### src/rtl/cpu_mem_bridge.sv
// Bridges phi0-timed CPU accesses onto the PSRAM memory controller request port.
// Keeps a one-entry read cache so a repeated read of the same address is served without a memory access.
module cpu_mem_bridge #(
   parameter logic [5:0]  BANK    = 6'd0,
   parameter logic [15:0] TIMEOUT = 16'd1024
) (
   input  logic        clk,
   input  logic        reset,
   input  logic        i_phi0,
   input  logic [15:0] i_addr,
   input  logic        i_we,
   input  logic [7:0]  i_cpuData,
   input  logic        i_busy,
   input  logic        i_dataReady,
   input  logic [7:0]  i_memData,
   output logic        o_cs,
   output logic        o_write,
   output logic [5:0]  o_bank,
   output logic [15:0] o_addr,
   output logic [7:0]  o_dataToWrite,
   output logic [7:0]  o_cpuData,
   output logic        o_rdy,
   output logic        o_timeout,
   output logic        o_overrun
);

   typedef enum logic [1:0] {IDLE, ARM, WAIT, DONE} state_t;

   localparam logic [15:0] TO_LAST = TIMEOUT - 16'd1;

   state_t      state;
   logic        sync1, sync2, sync3;
   logic        prime1, prime2, seen_low;
   logic        phi_rise;
   logic        cache_vld;
   logic [15:0] cache_addr;
   logic [7:0]  cache_data;
   logic [15:0] cnt;

   assign o_bank = BANK;

   // prime1/prime2 mark when sync2 holds a real sample, so a phi0 that is already
   // high when reset is released must first be seen low before it can make an edge.
   always_ff @(posedge clk or negedge reset) begin
      if (!reset) begin
         sync1    <= 1'b0;
         sync2    <= 1'b0;
         sync3    <= 1'b0;
         prime1   <= 1'b0;
         prime2   <= 1'b0;
         seen_low <= 1'b0;
      end else begin
         sync1  <= i_phi0;
         sync2  <= sync1;
         sync3  <= sync2;
         prime1 <= 1'b1;
         prime2 <= prime1;
         if (prime2 && !sync2)
            seen_low <= 1'b1;
      end
   end

   assign phi_rise = sync2 & ~sync3 & seen_low;

   always_ff @(posedge clk or negedge reset) begin
      if (!reset) begin
         state         <= IDLE;
         o_cs          <= 1'b0;
         o_write       <= 1'b0;
         o_addr        <= 16'h0000;
         o_dataToWrite <= 8'h00;
         o_cpuData     <= 8'h00;
         o_rdy         <= 1'b1;
         o_timeout     <= 1'b0;
         o_overrun     <= 1'b0;
         cache_vld     <= 1'b0;
         cache_addr    <= 16'h0000;
         cache_data    <= 8'h00;
         cnt           <= 16'h0000;
      end else begin
         o_cs <= 1'b0;
         if (phi_rise && state != IDLE)
            o_overrun <= 1'b1;
         case (state)
            IDLE: begin
               if (phi_rise) begin
                  if (!i_we && cache_vld && i_addr == cache_addr) begin
                     o_cpuData <= cache_data;
                  end else begin
                     state         <= ARM;
                     o_rdy         <= 1'b0;
                     o_addr        <= i_addr;
                     o_write       <= i_we;
                     o_dataToWrite <= i_cpuData;
                  end
               end
            end
            ARM: begin
               if (!i_busy) begin
                  o_cs  <= 1'b1;
                  cnt   <= 16'h0000;
                  state <= WAIT;
               end
            end
            WAIT: begin
               // Completion takes priority over a timeout landing in the same cycle.
               if (i_dataReady) begin
                  cache_vld  <= 1'b1;
                  cache_addr <= o_addr;
                  if (o_write) begin
                     cache_data <= o_dataToWrite;
                  end else begin
                     cache_data <= i_memData;
                     o_cpuData  <= i_memData;
                  end
                  state <= DONE;
               end else if (cnt == TO_LAST) begin
                  o_timeout <= 1'b1;
                  o_cpuData <= 8'hFF;
                  cache_vld <= 1'b0;
                  state     <= DONE;
               end else begin
                  cnt <= cnt + 16'd1;
               end
            end
            DONE: begin
               o_rdy <= 1'b1;
               state <= IDLE;
            end
            default: state <= IDLE;
         endcase
      end
   end

endmodule

### config.mk
export PLATFORM = sky130hd
export DESIGN_NAME = cpu_mem_bridge
export DESIGN_NICKNAME = d
export VERILOG_FILES = /design/src/rtl/cpu_mem_bridge.sv
export SDC_FILE = /design/constraint.sdc
export NUM_CORES = 1
export LEC_CHECK = 0
export CAP_MARGIN = 0
export CORE_MARGIN = 1
export CORE_UTILIZATION = 53
export CTS_BUF_LIST = sky130_fd_sc_hd__clkbuf_8
export DETAILED_ROUTE_END_ITERATION = 12
export GPL_ROUTABILITY_DRIVEN = 1
export HOLD_SLACK_MARGIN = 0.12
export PLACE_DENSITY_LB_ADDON = 0.08
export SYNTH_ARGS = -nofsm -noshare
export SYNTH_HDL_FRONTEND = slang
export SYNTH_SLANG_ARGS = --single-unit
### constraint.sdc
create_clock -name clk -period 3.2 [get_ports clk]
set_clock_uncertainty 0.05 [all_clocks]
set_input_delay 0.32 -clock clk [delete_from_list [all_inputs] [get_ports clk]]
set_output_delay 0.32 -clock clk [all_outputs]
set_load 0.01 [all_outputs]
# ---- Word-level counts from Yosys, hierarchy flattened
# Cells that the tools add are included.
dict set report op_classes {
  addsub 1
  n_mul 0
  n_div 0
  n_lt_le_gt_ge 0
  eq_ne 13
  n_shift 0
  n_mux 24
  bitwise_logic 5
  n_reduce_logical 20
}
# operator n
set op_table {}
lappend op_table {{16-bit 2-to-1 mux} 3}
lappend op_table {{8-bit 2-to-1 mux} 6}
lappend op_table {{16-bit case mux with 2 select lines} 1}
lappend op_table {{16-bit by 1-bit adder with 16-bit output, second input constant} 1}
lappend op_table {{16-bit by 10-bit equality test with 1-bit output, second input constant} 1}
lappend op_table {{16-bit equality test} 1}
lappend op_table {{8-bit case mux with 2 select lines} 1}
lappend op_table {{2-bit != test, second input constant} 6}
lappend op_table {{2-bit 2-to-1 mux} 5}
lappend op_table {{2-bit nonzero test} 5}
lappend op_table {{3-bit AND reduction} 3}
lappend op_table {{2-bit case mux with 4 select lines} 1}
lappend op_table {{4-bit AND reduction} 2}
lappend op_table {{1-bit 2-to-1 mux} 6}
lappend op_table {{3-bit != test, second input constant} 2}
lappend op_table {{5-bit AND reduction} 1}
lappend op_table {{2-bit equality test, second input constant} 2}
lappend op_table {{1-bit logical AND} 4}
lappend op_table {{2-bit AND reduction} 2}
lappend op_table {{1-bit inverter} 3}
lappend op_table {{1-bit bitwise AND} 2}
lappend op_table {{2-bit by 1-bit equality test with 1-bit output, second input constant} 1}
lappend op_table {{1-bit zero test} 2}
lappend op_table {{2-bit zero test} 1}
lappend op_table {{1-bit case mux with 2 select lines} 1}
dict set report word_totals {
  register_bits 86
  latch_bits 0
  ramBits 0
  rom_bits 0
  input_bits 38
  out_inout_bits 43
  wordCells 82
  mem_count 0
}

# ---- Longest topological paths before layout
# Gate-level depths: netlist of run 1.
dict set report depth {
  ltp_word 6
  depth_mapped 8
  ltp_nobuf 8
}

# ---- Least setup slack after synthesis of run 1
# No wires, ideal clock.
dict set report synth_timing {
  path_kind {flip-flop to flip-flop}
  startpoint {register cnt[13]}
  endpoint {register o_cpuData[6]}
  setup_time_ps 125
  arrival_ps 2234
  required_ps 3025
  slack_ps 791
  stages_incl_launch_ff 7
  n_path_buf 0
  synth_period_minus_slack_ps 2409
  path_cell_list {dfrtp_1 -> or4_4 -> nor4_4 -> nand2_1 -> mux2_2 -> a21oi_4 -> mux2_4}
}
dict set report synth_between {
  elab_chain_cells 3
}
# element line
set synth_rtl {}
lappend synth_rtl {{start: declaration} 38} ;# logic [15:0] cnt;
lappend synth_rtl {{start signal: assignment} 123} ;# cnt <= cnt + 16'd1;
lappend synth_rtl {{16-bit by 10-bit equality test with 1-bit output} 117} ;# end else if (cnt == TO_LAST) begin
lappend synth_rtl {{3-bit != test (no line)} n/a}
lappend synth_rtl {{5-bit AND reduction (no line)} n/a}
lappend synth_rtl {{end signal: assignment} 88} ;# o_cpuData <= cache_data;
lappend synth_rtl {{end signal: assignment} 114} ;# o_cpuData <= i_memData;
lappend synth_rtl {{end: declaration} 21} ;# output logic [7:0] o_cpuData,
# No other way between the ends.
# A chain may end at the register's enable or synchronous reset.

# ---- Final worst setup path of run 1
dict set report layout_timing {
  startpoint {register state[0]}
  endpoint {register cnt[6]}
}
dict set report layout_between {
  elab_chain_cells 3
  elab_cells_between_ends 8
  cone_classes {5 x eq/ne; 1 x mux; 2 x reduce/logical}
}
# element line
set layout_rtl {}
lappend layout_rtl {{start: declaration} 31} ;# state_t state;
lappend layout_rtl {{start signal: assignment} 67} ;# state <= IDLE;
lappend layout_rtl {{start signal: assignment} 90} ;# state <= ARM;
lappend layout_rtl {{start signal: assignment} 102} ;# state <= WAIT;
lappend layout_rtl {{2-bit equality test / 2-bit by 1-bit equality test with 1-bit output (equally long branches)} 84} ;# case (state)
lappend layout_rtl {{2-bit != test (no line) / 2-bit nonzero test (equally long branches)} n/a}
lappend layout_rtl {{4-bit AND reduction (no line)} n/a}
# Several ways; a longest one is shown, not always the timed one.

==> results.sh, run 1 <==
export IMPL_status="complete, no violations"
export IMPL_rrSetupSlack_ns=0.54
export IMPL_reg2reg_to="cnt[6]"
export IMPL_crit_buf_inv=1
export IMPL_die_w_um=87.6
export IMPL_start_util=0.559
export IMPL_syn_to_final_growth_pct=26.2
export IMPL_worstPathCellList="inv_1 > ha_1 > o211ai_1 > a31oi_1 > nand2b_1 > or3_1 > a21oi_1"
export IMPL_cts_sinks=86
export IMPL_synthSimpleGateAreaFrac=0.104
export IMPL_ant_nets=0
export IMPL_wirelength_um=7320
export IMPL_start_kind="flip-flop"
export IMPL_power_leakage_uw=0.00215
export IMPL_synthCells=321
export IMPL_antenna_cells=0
export IMPL_synthXorXnorAreaFrac=0.0654
export IMPL_synth_fa_ha_area_frac=0.0193
export IMPL_hold_viol=0
export IMPL_io_pins=81
export IMPL_grt_usage=0.208
export IMPL_core_um2=6940
export IMPL_wl_per_cell_um=14.5
export IMPL_path_class="flip-flop to flip-flop"
export IMPL_layout_cells_most_common="dfrtp_1"
export IMPL_worstPathMaxFanout=10
export IMPL_ir_drop_uv=495
export IMPL_arrival_ns=2.89
export IMPL_cts_tree="yes"
export IMPL_place_hpwl_um=5170
export IMPL_cts_root_buffer="clkbuf_8"
export IMPL_cap_viol_max_count=0
export IMPL_drive_above_1_share=0.177
export IMPL_grt_first_pass_wirelength_um=12000
export IMPL_layout_common_cells="85 x dfrtp_1, 73 x clkdlybuf4s50_1, 43 x mux2_2"
export IMPL_holdPathStages=0
export IMPL_cp_slowest_cell="a31oi_1"
export IMPL_reg2regPathDepth=7
export IMPL_regArea_um2=2150
export IMPL_syn_area_per_cell_um2=12.1
export IMPL_fill_cells=522
export IMPL_portBuffers=74
export IMPL_die_h_um=87.6
export IMPL_ys_seq_elements=86
export IMPL_synth_top_family_by_area="multiplexers"
export IMPL_rsz0062_at_grt="no"
export IMPL_drc=0
export IMPL_final_max_slew_viol_count=0
export IMPL_grt_max_degree=69
export IMPL_ys_seq_area_frac=0.555
export IMPL_required_ns=3.43
export IMPL_die_area_um2=7670
export IMPL_cpPeakStageDelay_ns=0.66
export IMPL_report_final_setup_viol=0
export IMPL_overflow=0
export IMPL_worst_slew_pin_slew_ns=0.837
export IMPL_fin_crit_sh=0.831
export IMPL_antenna_found_initial=0
export IMPL_clk_insertion_delay_late_ns=0.35
export IMPL_worstHoldPathType="flip-flop to flip-flop"
export IMPL_place_congestion=0.709
export IMPL_via_per_inst=5.17
export IMPL_grt_pass1_vias=2612
export IMPL_powerDensity_nw_per_um2=844
export IMPL_relSlewSlack=0.442
export IMPL_first_iter_violations=137
export IMPL_fin_crit_ns=2.66
export IMPL_cts_clk_slew_worst_paths_ns=0.08
export IMPL_fmax_mhz=376
export IMPL_multi_input_area_um2=1620
export IMPL_synth_area_um2=3880
export IMPL_synth_compound_area_frac=0.0487
export IMPL_num_vias=2601
export IMPL_min_to="sync2"
export IMPL_dr_pass1_iters=4
export IMPL_placementRows=30
export IMPL_setup_tns_ns=0
export IMPL_end_kind="flip-flop"
export IMPL_cts_max_level=3
export IMPL_timing_rr_start="state[0]"
export IMPL_min_from="sync1"
export IMPL_synth_distinct_cells=39
export IMPL_fin_nets=447
export IMPL_synth_area_mux_share=0.172
export IMPL_critPathTopFamily="compound AO/OA/AOI/OAI gates"
export IMPL_cts_max_path_buffers=2
export IMPL_cts_buffers=9
export IMPL_synth_warnings=0
export IMPL_finalPower_uw=4130
## metal layers
layer	vias to the layer above	routed length, um	GRT usage
li1	1251	-	-
met1	1278	3370	0.269
met2	63	3540	0.343
met3	9	293	0.0415
met4	0	106	0.0939
met5	-	0	0
## per-stage QoR
step	util	instance area, um2	worst slack [ns]	instances	hold slack (ns)
3_5_place_dp	0.682	4730	0.467	487	0.289
3_3_place_gp	0.682	4730	0.487	487	0.282
2_1_floorplan	-	3900	0.791	326	-0.0256
5_1_grt	0.705	4900	0.305	503	0.311
6_report	0.705	4900	0.542	503	0.305
4_1_cts	0.705	4900	0.572	503	0.307
## state kept, by name, indices dropped and copies added (netlist names), 2 cells and up
name / flops
cnt: 16
state: 2
o_dataToWrite: 8
cache_data: 8
cache_addr: 16
o_addr: 16
o_cpuData: 8
## timing repair
item                      in CTS  in global routing
hold endpoints to repair      65                  0
setup buffers                  0                  0
gates resized for setup        0                  0
hold buffers                   1                  0
## area by class of cell
class,count,share of cell area
tap,96,0.0245
clock inverter,6,0.00639
inverter,12,0.00920
multi-input combinational,211,0.330
clock buffer,9,0.0253
timing repair buffer,83,0.165
sequential,86,0.440
## cell usage after synthesis
cell type	number	area [um2]
ha_1	6	75.1
mux2i_1	17	170
mux2_2	43	484
buf_4	6	45.0
nand4_1	7	43.8
o211ai_1	1	7.51
and2_1	1	6.26
clkbuf_1	8	30.0
nor3_1	1	5.00
o22ai_1	7	43.8
inv_1	12	45.0
a31o_2	1	8.76
nand3_1	9	45.0
and4_1	2	17.5
mux2_4	1	15.0
a31oi_1	2	12.5
o21bai_1	2	15.0
dfstp_2	1	26.3
nand3b_1	3	22.5
dfrtp_1	85	2130
or4_4	1	11.3
a32oi_1	1	8.76
nand2_1	24	90.1
nor2_1	19	71.3
a21oi_4	1	16.3
nor4_1	1	6.26
a2111oi_0	1	8.76
a21oi_1	3	15.0
xnor2_1	18	158
o21ai_0	9	45.0
or3_1	1	6.26
and3_1	4	25.0
buf_1	3	11.3
nor2b_1	3	18.8
a21o_1	1	7.51
nand2b_1	2	12.5
xor2_1	11	96.3
nor4_4	1	21.3
conb_1	2	7.51
## worst max-delay path by stage
stage                        end  cells after the start  slack (ns)  startpoint
CTS                       cnt[6]                      7        0.57    state[0]
global placement    o_cpuData[6]                      7        0.49   i_addr[8]
global route              cnt[6]                      7        0.31    state[0]
finish                    cnt[6]                      7        0.54    state[0]
floorplan           o_cpuData[6]                      6        0.79     cnt[13]
detailed placement  o_cpuData[6]                      7        0.47   i_addr[5]
## cell families (layout without fill, tap and decap cells)
| group | after synthesis | in the layout |
|---|---|---|
| fa+ha+maj | 6 | 6 |
| mux | 61 | 61 |
| flops | 86 | 86 |
| xor+xnor | 29 | 29 |
| compound gates | 29 | 29 |
| buf+inv | 29 | 110 |
| other cells | 2 | 7 |
| simple gates | 79 | 79 |
## power breakdown
group	internal, uW	leakage, uW	switching [uW]
Combinational	998	0.00100	715
Clock	269	0.0000858	366
Sequential	1490	0.00106	291
(Power assumes the default switching activity.)
==> run 2: changes to the inputs <==
--- a/config.mk
+++ b/config.mk
@@ -7,7 +7,7 @@
 export LEC_CHECK = 0
 export CAP_MARGIN = 0
 export CORE_MARGIN = 1
-export CORE_UTILIZATION = 53
+export CORE_UTILIZATION = 48
 export CTS_BUF_LIST = sky130_fd_sc_hd__clkbuf_8
 export DETAILED_ROUTE_END_ITERATION = 12
 export GPL_ROUTABILITY_DRIVEN = 1
==> constraint.sdc (replaced) <==
create_clock -name clk -period 2.3 [get_ports clk]
set_clock_uncertainty 0.05 [all_clocks]
set_input_delay 0.23 -clock clk [delete_from_list [all_inputs] [get_ports clk]]
set_output_delay 0.23 -clock clk [all_outputs]
set_load 0.01 [all_outputs]
==> run 2 against run 1 <==
- register-to-register slack worse by 0.46 ns
- fmax up 20%
- first-iteration DRC count down 42%
- wire length up 2.4%
- clock power up 83%
- sequential share of layout area down 1.8 points
- die area up 10%
- critical path depth unchanged
- flip-flop and latch count unchanged
- total power up 49%
- final cell count up 4.0%
- utilization down 4.7 points
==> results.sh, run 2 (synthesis results as in run 1) <==
export IMPL_placementRows=32
export IMPL_dr_pass1_iters=4
export IMPL_place_congestion=0.761
export IMPL_start_kind="flip-flop"
export IMPL_cap_viol_max_count=0
export IMPL_place_ws_ns=-0.0487
export IMPL_required_ns=2.53
export IMPL_cts_root_buffer="clkbuf_8"
export IMPL_antenna_cells=0
export IMPL_grt_max_degree=55
export IMPL_cts_tree="yes"
export IMPL_via_per_inst=5.05
export IMPL_io_pins=81
export IMPL_worstPathMaxFanout=7
export IMPL_wl_per_cell_um=14.3
export IMPL_first_iter_violations=79
export IMPL_wirelength_um=7490
export IMPL_final_util=0.658
export IMPL_cp_slowest_cell="or4_4"
export IMPL_design_area_um2=5110
export IMPL_final_max_slew_viol_count=0
export IMPL_clk_insertion_delay_late_ns=0.36
export IMPL_cts_buffers=9
export IMPL_fin_nets=460
export IMPL_cpPeakStageDelay_ns=0.54
export IMPL_core_um2=7770
export IMPL_die_h_um=91.9
export IMPL_grt_pass1_vias=2653
export IMPL_layout_cells_most_common="dfrtp_1"
export IMPL_grt_first_pass_wirelength_um=12500
export IMPL_start_util=0.500
export IMPL_status="complete, no violations"
export IMPL_power_leakage_uw=0.00226
export IMPL_num_vias=2643
export IMPL_syn_to_final_growth_pct=31.6
export IMPL_grt_usage=0.194
export IMPL_setup_tns_ns=0
export IMPL_report_final_setup_viol=0
export IMPL_portBuffers=74
export IMPL_drive_above_1_share=0.207
export IMPL_fin_crit_sh=0.964
export IMPL_worstHoldPathType="input pin to flip-flop"
export IMPL_layout_common_cells="85 x dfrtp_1, 73 x clkdlybuf4s50_1, 42 x mux2_2"
export IMPL_powerDensity_nw_per_um2=1200
export IMPL_fmax_mhz=451
export IMPL_hold_viol=0
export IMPL_end_kind="flip-flop"
export IMPL_rsz0062_at_grt="no"
export IMPL_overflow=0
export IMPL_arrival_ns=2.45
export IMPL_die_area_um2=8450
export IMPL_cts_clk_slew_worst_paths_ns=0.08
export IMPL_drc=0
export IMPL_die_w_um=91.9
export IMPL_ir_drop_uv=583
export IMPL_cts_sinks=86
export IMPL_antenna_found_initial=0
export IMPL_worstPathCellList="or4_4 > nor4_4 > nand2_1 > mux2_4 > a21oi_4 > buf_6 > mux2i_1"
export IMPL_place_hpwl_um=5230
export IMPL_path_class="flip-flop to flip-flop"
export IMPL_setup_ws_ns=0.0827
export IMPL_reg_largest_list="cache_addr x16, cnt x16, o_addr x16"
export IMPL_ant_nets=0
export IMPL_cts_max_level=3
export IMPL_cts_max_path_buffers=2
export IMPL_fin_crit_ns=2.22
export IMPL_place_area_um2=4850
-- run 2: cell types whose count changed in the layout (fill, tap and decap cells not counted) --
cell        change
buf_4          +10
clkinv_2        -3
buf_12          +2
bufinv_16       +2
clkinv_4        +2
a31oi_1         -1
a31oi_2         +1
buf_6           +1
clkbuf_8        +1
clkinvlp_4      -1
mux2_2          -1
mux2_4          +1
-- run 2: metal layers --
layer,track usage,vias to the layer above,wire length (um)
met5,0,-,0
met4,0.0859,0,136
met3,0.0572,10,404
met2,0.298,63,3500
met1,0.255,1289,3440
li1,-,1281,-
-- run 2: cell type report --
| cell class | instances | area (um2) |
|---|---|---|
| Clock buffer | 10 | 138 |
| Clock inverter | 6 | 86.3 |
| Fill cell | 629 | 2660 |
| Inverter | 12 | 45.0 |
| Multi-Input combinational cell | 211 | 1630 |
| Sequential cell | 86 | 2150 |
| Tap cell | 102 | 128 |
| Timing Repair Buffer | 96 | 935 |
-- run 2: worst paths after layout --
kind,from,end,slack (ns),depth (start not counted)
min in group asynchronous,reset,cnt[8],0.30,2
min reg2reg,sync1,sync2,0.30,0
min,i_phi0,sync1,0.27,1
max,cnt[14],o_cpuData[0],0.08,7
max in group asynchronous,reset,cache_addr[3],1.28,3
max reg2reg,cnt[14],o_cpuData[0],0.08,7
-- run 2: through the flow --
step,std cells,hold WS [ns],power (uW)
after global placement,504,0.149,4960
after detailed placement,504,0.153,5020
after CTS,522,0.244,6220
after global routing,523,0.239,6570
final,523,0.266,6150
after floorplan,326,-0.116,3870
-- run 2: where the power goes --
group,leakage [uW],switching (uW),internal (uW)
Combinational,0.00108,1050,1490
Clock,0.000118,523,639
Sequential,0.00106,366,2080
Total,0.00226,1940,4210
-- run 2: what timing repair did --
action,CTS,global route
setup endpoints to repair,7,16
setup buffers,1,1
hold endpoints to repair,32,0
resized for setup,1,1
pin swaps,1,2
hold buffers,1,0
-- run 2: worst max-delay path, delay by kind of cell, from the launching register on --
kind                   cells  cell delay (ns)
and+or+nand+nor            3             0.88
muxes                      2             0.49
DFF                        1             0.39
buffers and inverters      1             0.17
AOI/OAI and AO/OA          1             0.15
==> run 3: changes to the inputs <==
--- a/config.mk
+++ b/config.mk
@@ -6,8 +6,10 @@
 export NUM_CORES = 1
 export LEC_CHECK = 0
 export CAP_MARGIN = 0
+export CELL_PAD_IN_SITES_DETAIL_PLACEMENT = 0
+export CELL_PAD_IN_SITES_GLOBAL_PLACEMENT = 1
 export CORE_MARGIN = 1
-export CORE_UTILIZATION = 48
+export CORE_UTILIZATION = 38
 export CTS_BUF_LIST = sky130_fd_sc_hd__clkbuf_8
 export DETAILED_ROUTE_END_ITERATION = 12
 export GPL_ROUTABILITY_DRIVEN = 1
==> run 3 against run 2 <==
- worst hold slack got worse by 0.0063 ns
- sequential share of layout area fell by 0.95 points
- count of clock-buffer cells in the layout fell by 1
- final cell count rose by 8.0%
- via count rose by 2.2%
- global-route usage fell by 2.9 points
- register-to-register slack improved by 0.02 ns
- clock power rose by 4%
- critical path type unchanged
- critical endpoint is now o_cpuData[4]
- largest power group unchanged
==> results.sh, run 3 (synthesis results as in run 1) <==
export IMPL_cap_viol_max_count=0
export IMPL_start_util=0.395
export IMPL_start_kind="flip-flop"
export IMPL_hold_viol=0
export IMPL_wl_per_cell_um=14.3
export IMPL_design_area_um2=5230
export IMPL_final_util=0.532
export IMPL_cts_buffers=9
export IMPL_die_area_um2=10600
export IMPL_cts_sinks=86
export IMPL_clk_insertion_delay_late_ns=0.35
export IMPL_layout_common_cells="85 x dfrtp_1, 73 x clkdlybuf4s50_1, 42 x mux2_2"
export IMPL_ant_nets=0
export IMPL_cp_slowest_cell="or4_4"
export IMPL_core_um2=9820
export IMPL_overflow=0
export IMPL_required_ns=2.53
export IMPL_layout_cells_most_common="dfrtp_1"
export IMPL_drc=0
export IMPL_regArea_um2=2150
export IMPL_placementRows=36
export IMPL_final_max_slew_viol_count=0
export IMPL_cpPeakStageDelay_ns=0.53
export IMPL_cts_root_buffer="clkbuf_8"
export IMPL_wirelength_um=8100
export IMPL_status="complete, no violations"
export IMPL_grt_usage=0.165
export IMPL_power_leakage_uw=0.00231
export IMPL_grt_first_pass_wirelength_um=13100
export IMPL_cts_max_path_buffers=2
export IMPL_report_final_setup_viol=0
export IMPL_relSlewSlack=0.630
export IMPL_die_h_um=103
export IMPL_fmax_mhz=456
export IMPL_arrival_ns=2.42
export IMPL_end_kind="flip-flop"
export IMPL_portBuffers=74
export IMPL_place_congestion=0.811
export IMPL_cts_clk_slew_worst_paths_ns=0.09
export IMPL_fin_crit_sh=0.954
export IMPL_reg_largest_list="cache_addr x16, cnt x16, o_addr x16"
export IMPL_die_w_um=103
export IMPL_grt_max_degree=47
export IMPL_worstHoldPathType="input pin to flip-flop"
export IMPL_multi_input_area_um2=1630
export IMPL_crit_buf_inv=1
export IMPL_worstPathCellList="or4_4 > nor4_4 > nand2_1 > mux2_4 > a21oi_4 > buf_6 > mux2i_1"
export IMPL_powerDensity_nw_per_um2=1200
export IMPL_fin_nets=471
export IMPL_first_iter_violations=60
export IMPL_num_vias=2700
export IMPL_place_area_um2=4960
export IMPL_rsz0062_at_grt="yes"
export IMPL_dr_pass1_iters=4
export IMPL_drive_above_1_share=0.231
export IMPL_path_class="flip-flop to flip-flop"
export IMPL_critPathTopFamily="simple AND/OR/NAND/NOR gates"
export IMPL_grt_pass1_vias=2715
export IMPL_cts_max_level=3
export IMPL_antenna_found_initial=0
export IMPL_syn_to_final_growth_pct=34.7
export IMPL_place_hpwl_um=5840
export IMPL_antenna_cells=0
export IMPL_via_per_inst=4.78
export IMPL_fill_cells=945
export IMPL_fin_crit_ns=2.19
export IMPL_ir_drop_uv=613
export IMPL_io_pins=81
export IMPL_cts_tree="yes"
export IMPL_worstPathMaxFanout=5
export IMPL_worst_slew_pin_slew_ns=0.554
[run 3: changes by cell type in the layout (fill, tap and decap cells not counted)]
cell,before,now
buf_4,19,31
buf_12,2,1
clkbuf_8,10,9
inv_6,0,3
inv_1,13,12
a2111oi_2,0,1
a2111oi_0,1,0
clkinv_4,2,0
inv_8,0,1
[run 3: worst register-to-register path, cell delays in order (launching register included)]
cell and delay [ns]:
dfrtp_1 0.41, or4_4 0.53, nor4_4 0.19, nand2_1 0.13, mux2_4 0.30, a21oi_4 0.17
buf_6 0.16, mux2i_1 0.19
[run 3: area by class of cell]
| cell class | count | area share |
|---|---|---|
| clock buffers | 9 | 0.0237 |
| clock inverters | 7 | 0.0196 |
| inverters | 12 | 0.00861 |
| multi-input cells | 211 | 0.312 |
| flip-flops and latches | 86 | 0.412 |
| well taps | 133 | 0.0318 |
| repair buffers | 107 | 0.192 |
[run 3: path summary, 6_finish.rpt]
check | slack [ns] | cells after the start | start | to
min in group asynchronous | 0.35 | 2 | reset | cache_data[7]
max in group asynchronous | 1.15 | 3 | reset | o_rdy
min reg2reg | 0.31 | 0 | prime1 | prime2
max reg2reg | 0.11 | 7 | cnt[10] | o_cpuData[4]
max | 0.11 | 7 | cnt[10] | o_cpuData[4]
min | 0.26 | 1 | i_phi0 | sync1
[run 3: routing by layer]
| metal | routed length, um | track usage |
|---|---|---|
| met5 | 0 | 0 |
| met2 | 3750 | 0.265 |
| met4 | 101 | 0.0585 |
| met3 | 431 | 0.0447 |
| met1 | 3820 | 0.214 |
[run 3: where the power goes]
part | leakage [uW] | switching [uW] | total, uW | internal, uW
registers | 0.00106 | 393 | 2470 | 2080
logic | 0.00114 | 1060 | 2610 | 1550
clock network | 0.000117 | 581 | 1210 | 629
[run 3: timing repair]
action / CTS / global route
endpoints found under the hold margin: 40 / 0
endpoints found under the setup margin: 9 / 17
pin swaps: 1 / 1
hold buffers: 1 / 0
buffers inserted: 1 / 1
gates resized for setup: 3 / 1
[run 3: metrics by stage]
stage               setup TNS (ns)  instances  setup slack (ns)  hold WS, ns  power (uW)
floorplan                        0        326           0.00102       -0.116        3870
global placement             -3.52        546            -0.125        0.205        5070
detailed placement           -4.54        546            -0.234        0.206        5140
CTS                              0        564           0.00813        0.239        6390
global route              -0.00376        565          -0.00376        0.231        6750
finish                           0        565             0.105        0.260        6290
